[config.mk]
export PLATFORM = sky130hd
export DESIGN_NAME = store_narrow
export DESIGN_NICKNAME = d
export VERILOG_FILES = /design/src/rtl/store_narrow.sv
export SDC_FILE = /design/constraint.sdc
export NUM_CORES = 1
export LEC_CHECK = 0
export CORE_MARGIN = 2
export CORE_UTILIZATION = 50
export DETAILED_ROUTE_END_ITERATION = 7
export PLACE_DENSITY = 0.87
export SETUP_SLACK_MARGIN = 0.1
export SYNTH_ARGS = -nofsm -noshare
export SYNTH_HDL_FRONTEND = slang
export SYNTH_SLANG_ARGS = --single-unit
[constraint.sdc]
create_clock -name clk_i -period 2.7 [get_ports clk_i]
set_input_delay 0.405 -clock clk_i [delete_from_list [all_inputs] [get_ports clk_i]]
set_output_delay 0.405 -clock clk_i [all_outputs]
set_load 0.05 [all_outputs]
[src/rtl/store_narrow.sv]
// store_narrow: narrows a byte/halfword/word store into a full-word memory
// write, using read-modify-write for sub-word stores. Misaligned or
// illegal-size requests are rejected with a one-cycle error pulse.
module store_narrow #(
  parameter bit BIG_ENDIAN = 1'b0
) (
  input  logic        clk_i,
  input  logic        rst_n,
  input  logic        req_i,
  output logic        ready_o,
  input  logic [31:0] addr_i,
  input  logic [1:0]  size_i,
  input  logic [31:0] wdata_i,
  output logic [31:0] mem_addr_o,
  output logic        mem_re_o,
  input  logic [31:0] mem_rdata_i,
  output logic        mem_we_o,
  output logic [31:0] mem_wdata_o,
  output logic        done_o,
  output logic        err_o
);

  typedef enum logic [2:0] {
    IDLE,
    RD,
    MERGE,
    WR,
    ERR
  } state_t;

  localparam logic [1:0] SZ_BYTE = 2'b00;
  localparam logic [1:0] SZ_HALF = 2'b01;
  localparam logic [1:0] SZ_WORD = 2'b10;

  state_t      state;
  state_t      state_nxt;

  logic [31:0] addr_q;
  logic [1:0]  size_q;
  logic [31:0] wdata_q;
  logic [31:0] merged_q;

  logic        accept;
  logic        bad_req;
  logic [1:0]  byte_lane;
  logic        half_hi;
  logic [3:0]  lane_mask;
  logic [31:0] lane_data;
  logic [31:0] merged_nxt;
  logic [31:0] word_addr;

  assign accept    = req_i && (state == IDLE);
  assign word_addr = {addr_q[31:2], 2'b00};

  // Classify the incoming request as misaligned or illegal size.
  always_comb begin
    bad_req = 1'b0;
    case (size_i)
      SZ_BYTE: bad_req = 1'b0;
      SZ_HALF: bad_req = addr_i[0];
      SZ_WORD: bad_req = (addr_i[1:0] != 2'b00);
      default: bad_req = 1'b1;
    endcase
  end

  // State register.
  always_ff @(posedge clk_i or negedge rst_n) begin
    if (!rst_n) begin
      state <= IDLE;
    end else begin
      state <= state_nxt;
    end
  end

  // Capture the request at acceptance and the merged word at the end of MERGE.
  always_ff @(posedge clk_i or negedge rst_n) begin
    if (!rst_n) begin
      addr_q   <= '0;
      size_q   <= '0;
      wdata_q  <= '0;
      merged_q <= '0;
    end else begin
      if (accept) begin
        addr_q  <= addr_i;
        size_q  <= size_i;
        wdata_q <= wdata_i;
      end
      if (state == MERGE) begin
        merged_q <= merged_nxt;
      end
    end
  end

  // Lane selection: data is replicated across all lanes and a byte mask picks
  // the target lane(s); big-endian mirrors the byte index (k -> 3-k).
  always_comb begin
    byte_lane = addr_q[1:0] ^ {2{BIG_ENDIAN}};
    half_hi   = addr_q[1] ^ BIG_ENDIAN;
    lane_mask = '0;
    lane_data = '0;
    case (size_q)
      SZ_BYTE: begin
        lane_mask = 4'b0001 << byte_lane;
        lane_data = {4{wdata_q[7:0]}};
      end
      SZ_HALF: begin
        lane_mask = half_hi ? 4'b1100 : 4'b0011;
        lane_data = {2{wdata_q[15:0]}};
      end
      default: begin
        lane_mask = '1;
        lane_data = wdata_q;
      end
    endcase
  end

  // Replace the selected lanes of the read word, keep the others.
  always_comb begin
    merged_nxt = '0;
    for (int unsigned i = 0; i < 4; i++) begin
      merged_nxt[8*i +: 8] = lane_mask[i] ? lane_data[8*i +: 8] : mem_rdata_i[8*i +: 8];
    end
  end

  // Next-state logic and Moore outputs.
  always_comb begin
    state_nxt   = state;
    ready_o     = 1'b0;
    mem_re_o    = 1'b0;
    mem_we_o    = 1'b0;
    mem_addr_o  = '0;
    mem_wdata_o = '0;
    done_o      = 1'b0;
    err_o       = 1'b0;
    case (state)
      IDLE: begin
        ready_o = 1'b1;
        if (req_i) begin
          if (bad_req) begin
            state_nxt = ERR;
          end else if (size_i == SZ_WORD) begin
            state_nxt = WR;
          end else begin
            state_nxt = RD;
          end
        end
      end
      RD: begin
        mem_re_o   = 1'b1;
        mem_addr_o = word_addr;
        state_nxt  = MERGE;
      end
      MERGE: begin
        state_nxt = WR;
      end
      WR: begin
        mem_we_o    = 1'b1;
        mem_addr_o  = word_addr;
        mem_wdata_o = (size_q == SZ_WORD) ? wdata_q : merged_q;
        done_o      = 1'b1;
        state_nxt   = IDLE;
      end
      ERR: begin
        err_o     = 1'b1;
        state_nxt = IDLE;
      end
      default: begin
        state_nxt = IDLE;
      end
    endcase
  end

endmodule

* Yosys cells after proc, flatten, opt, wreduce, memory -nomap -nowiden
Index checks and enable logic that the tools add are counted.
** Cells by class
- Equal/unequal tests :: 9
- Shift-type cells :: 1
- Muxes and demuxes :: 19
- Reduce and logical (&&, ||, !) cells :: 6
** Operators by type and width (count)
- 32-bit two-way mux :: 3
- 32-bit case mux with 2 select lines :: 1
- 8-bit two-way mux :: 4
- 3-bit case mux with 3 select lines :: 1
- 4-bit case mux with 2 select lines :: 1
- 3-bit by 2-bit equality test with 1-bit output, second input constant :: 2
- 3-bit two-way mux :: 2
- 2-bit by 1-bit equality test with 1-bit output, second input constant :: 2
- 2-bit equality test, second input constant :: 2
- 2-bit logical NOT :: 2
- 1-bit two-way mux :: 4
- 4-bit two-way mux :: 1
- 1-bit by 2-bit left shift with 4-bit output, first input constant :: 1
- 3-bit by 1-bit equality test with 1-bit output, second input constant :: 1
- 3-bit equality test, second input constant :: 1
- 3-bit logical NOT :: 1
- 1-bit case mux with 3 select lines :: 1
- 2-bit two-way mux :: 1
- 2-bit != test, second input constant :: 1
- 2-bit nonzero test :: 1
- 2-bit OR reduction :: 1
- 1-bit logical AND :: 1
** Word-level totals
- Register bits :: 101
- Output and inout bits :: 69
- Logic and storage cells :: 40

* Longest topological paths before layout
- Depth in word-level cells :: 5
- Depth in mapped cells :: 7

* Worst setup path after synthesis
No wires, ideal clock.
- Path kind :: register to output
- From :: register size_q[1]
- To :: output mem_wdata_o[1]
- Arrival time :: 1.833 ns
- Required time :: 2.295 ns
- Setup slack :: 0.462 ns
- Stages on the path, launching flop included :: 7
- Cell sequence :: dfrtp_1 -> buf_2 -> nor2b_1 -> clkbuf_1 -> buf_2 -> nand2_1 -> a21oi_1
** On the way
- Cells in the longest elaborated chain, start to end :: 3
** RTL lines
- start: declaration :: RTL line 39 : logic [1:0] size_q;
- start signal: assignment :: RTL line 85 : size_q <= size_i;
- 2-bit equality test :: RTL line 159 : mem_wdata_o = (size_q == SZ_WORD) ? wdata_q : merged_q;
- 32-bit two-way mux :: RTL line 159
- 32-bit two-way mux :: RTL line 135 : case (state)
- end: declaration :: RTL line 18 : output logic [31:0] mem_wdata_o,
Every way passes these cells.

* Worst setup path after layout
- From :: register size_q[0]
- To :: output mem_wdata_o[31]
Same word-level chain as after synthesis.

==> flow_summary_export.csv <==
group,metric,value,unit
clock_network,cts_max_level,3,
routing,vias,4485,
global_route,grt_max_degree,42,
timing,period_needed,2.47,ns
synthesis,synth_edf_count,0,
synthesis,ys_seq_area_share,50.3,%
floorplanning,io_pins,170,
worst_setup_path,cp-end-kind,"primary output",
synthesis,ys_seq_elements,101,
power_and_ir_drop,leakagePower,3.19,nW
timing,setup_viol,0,
worst_setup_path,critical-path-max-stage-delay,0.53,ns
floorplanning,core,9770,µm²
synthesis,synthMuxAreaShare,18.2,%
global_route,grtUsageTotal,29.0,%
worst_setup_path,cp_slowest_cell,"dfrtp_1",
timing,finalHoldViolations,4,
worst_setup_path,critPathLaunchType,"register",
placed_design,dp_cells,755,
timing,relSlewSlack,43.3,%
routing,wl_per_cell,19.7,µm
synthesis,synth_top_area_share,50.3,%
cells_and_area,n_fill_cell,588,
synthesis,synthDistinctLibCells,33,
clock_network,clockRootBuffer,"clkbuf_8",
synthesis,yosysMostFrequentCell,"dfrtp_1",
routing,postRouteAntennaNets,0,
synthesis,yosys-top-cells-area,"dfrtp_1, mux2_2, nand2_1",
synthesis,ys_warn_count,0,
timing,whs,-0.00907,ns
synthesis,synthFlopType,"dfrtp_1",
timing,fin_crit_sh,91.4,%
worst_hold_path,worstHoldPathType,"input pin to asynchronous set/reset pin",
routing,remaining_drc_errors,0,
clock_network,clock-sinks,101,
cells_and_area,antenna_cells,0,
cells_and_area,register_area,2530,µm²
placed_design,place_congestion,0.900,
synthesis,yosys-top-cells-count,"dfrtp_1, nand2_1, mux2_2, a21oi_1, and2_1",
worst_setup_path,crit_buf_inv,2,
synthesis,synthAdderAreaFrac,0,%
timing,tightestPinTransition,0.848,ns
cells_and_area,instances_no_fill,770,
floorplanning,die_x,104,µm
synthesis,async_reset_ff_share,100,%
synthesis,synth_top_family_by_area,"multiplexers",
cells_and_area,syn2layout_area_growth,52.9,%
synthesis,avgSynthCellArea,10.5,µm²
global_route,grt_overflow,0,
timing,report.final.slew_viol_count,0,
timing,clock.fmax,0.405,GHz
worst_setup_path,cp_cell_sequence,"nand2b_1, buf_4, nand2_1, a21oi_1, buf_12",
routing,wirelength,15.2,mm
global_route,antenna_found_initial,0,
routing,first_iter_violations,357,
cells_and_area,finalCoreUtilization,78.6,%
timing,fin_skew,0.0180,ns
worst_setup_path,critPathKind,"register to primary output",
global_route,grt_pass1_vias,4782,
synthesis,synth_top_cell_by_area,"dfrtp_1",
worst_setup_path,critical_path_required,2.30,ns
worst_setup_path,cpLargestDelayFamily,"buffers and inverters",
outcome,outcome,"finished with violations",
clock_network,cts_tree,"built",
placed_design,portBuffers,167,
power_and_ir_drop,power_density,1360,nW/µm²
floorplanning,fp.dieH,104,µm
floorplanning,die-area,10900,µm²
clock_network,numCtsBuffers,9,
synthesis,synthSimpleGateAreaFrac,14.6,%
synthesis,synth_cells,479,
global_route,grt_pass1_wl,24.9,mm
floorplanning,initial_core_util,51.4,%
outcome,failed_checks,"negative hold slack",
run,cap_violations,0,
cells_and_area,drive_above_1_share,26.1,%
clock_network,cts.clk_slew.worst_paths,0.09,ns
routing,drtPass1Iterations,6,
clock_network,cts_max_path_buffers,2,
cells_and_area,final_nets,734,
timing,fin_setup_tns,0,ns
worst_setup_path,arrival,2.06,ns
placed_design,hpwl,11.0,mm
routing,viasPerCell,5.82,
clock_network,insertion_delay,0.38,ns
timing,rsz0062_at_grt,"no",
synthesis,synth_xor_area_share,0,%
synthesis,synth_area,5020,µm²
synthesis,synth_compound_gate_area_share,12.4,%
floorplanning,rows,36,
worst_setup_path,critPathMaxFanout,32,
cells_and_area,multi_input_area,2290,µm²
power_and_ir_drop,ir_drop,0.821,mV
layer usage:
layer / share of wire [%] / GRT usage, % / vias to the layer above / routed length [µm]
met3: 11 / 8.96 / 37 / 1710
met1: 37 / 35.1 / 2181 / 5610
li1: - / - / 1986 / -
met2: 49 / 48.4 / 281 / 7490
met4: 2.6 / 11.6 / 0 / 390
met5: 0 / 0 / - / 0
state kept, by name, indices dropped and copies added (netlist names):
signal / cells
merged_q: 32
wdata_q: 32
state: 3
size_q: 2
addr_q: 32
kinds of logic after synthesis:
logic type	count (synthesis)
compound gates	97
buf+inv	39
flops	101
mux	83
other cells	1
simple gates	158
path summary, 6_finish.rpt:
path | from | end | slack, ns | depth (start not counted)
min | rst_n | merged_q[7]$_DFFE_PN0N_ | -0.009 | 1
max | size_q[0]$_DFFE_PN0P_ | mem_wdata_o[31] | 0.23 | 5
min reg2reg | merged_q[5]$_DFFE_PN0N_ | merged_q[5]$_DFFE_PN0N_ | 0.49 | 2
max reg2reg | state[2]$_DFFE_PN0P_ | addr_q[30]$_DFFE_PN0P_ | 0.75 | 4
min in group clk_i | merged_q[5]$_DFFE_PN0N_ | merged_q[5]$_DFFE_PN0N_ | 0.49 | 2
max in group asynchronous | rst_n | state[2]$_DFFE_PN0P_ | 2.00 | 2
area by class of cell:
cell class              instances  area share, %
clock buffers                  10           1.79
clock inverters                 5           1.40
well taps                     133           2.17
flip-flops and latches        101           32.9
inverters                       2         0.0978
repair buffers                179           31.9
multi-input cells             340           29.8
per-stage QoR:
step	worst slack, ns	area, µm²	total power, W
5_1_grt	0.137	7680	0.0110
2_1_floorplan	0.462	5030	0.00659
6_report	0.233	7680	0.0105
3_5_place_dp	0.505	7430	0.00923
3_3_place_gp	0.568	7430	0.00897
4_1_cts	0.211	7670	0.0104
cells in the final DEF (no fill, tap or decap), types with 10 or more instances in the layout:
master | synthesis | final
dfrtp_1 | 101 | 101
buf_12 | 0 | 68
nor2_1 | 19 | 19
buf_4 | 5 | 10
clkbuf_8 | 0 | 10
and2_1 | 32 | 31
a222oi_1 | 15 | 15
a21oi_1 | 57 | 57
mux2i_1 | 18 | 18
mux2_2 | 60 | 60
nand2_1 | 86 | 86
clkdlybuf4s50_1 | 0 | 101
power by group:
part           switching (W)  internal, W  leakage (nW)
sequential          0.000691      0.00229          1.20
clock               0.000535     0.000641         0.123
combinational        0.00344      0.00286          1.87
timing repair:
| action | CTS | global route |
|---|---|---|
| gates resized for setup | 0 | 1 |
| endpoints found under the hold margin | 0 | 0 |
| endpoints found under the setup margin | 0 | 1 |
| hold buffers | 0 | 0 |
| buffers inserted | 0 | 0 |
(Power assumes the default switching activity.)
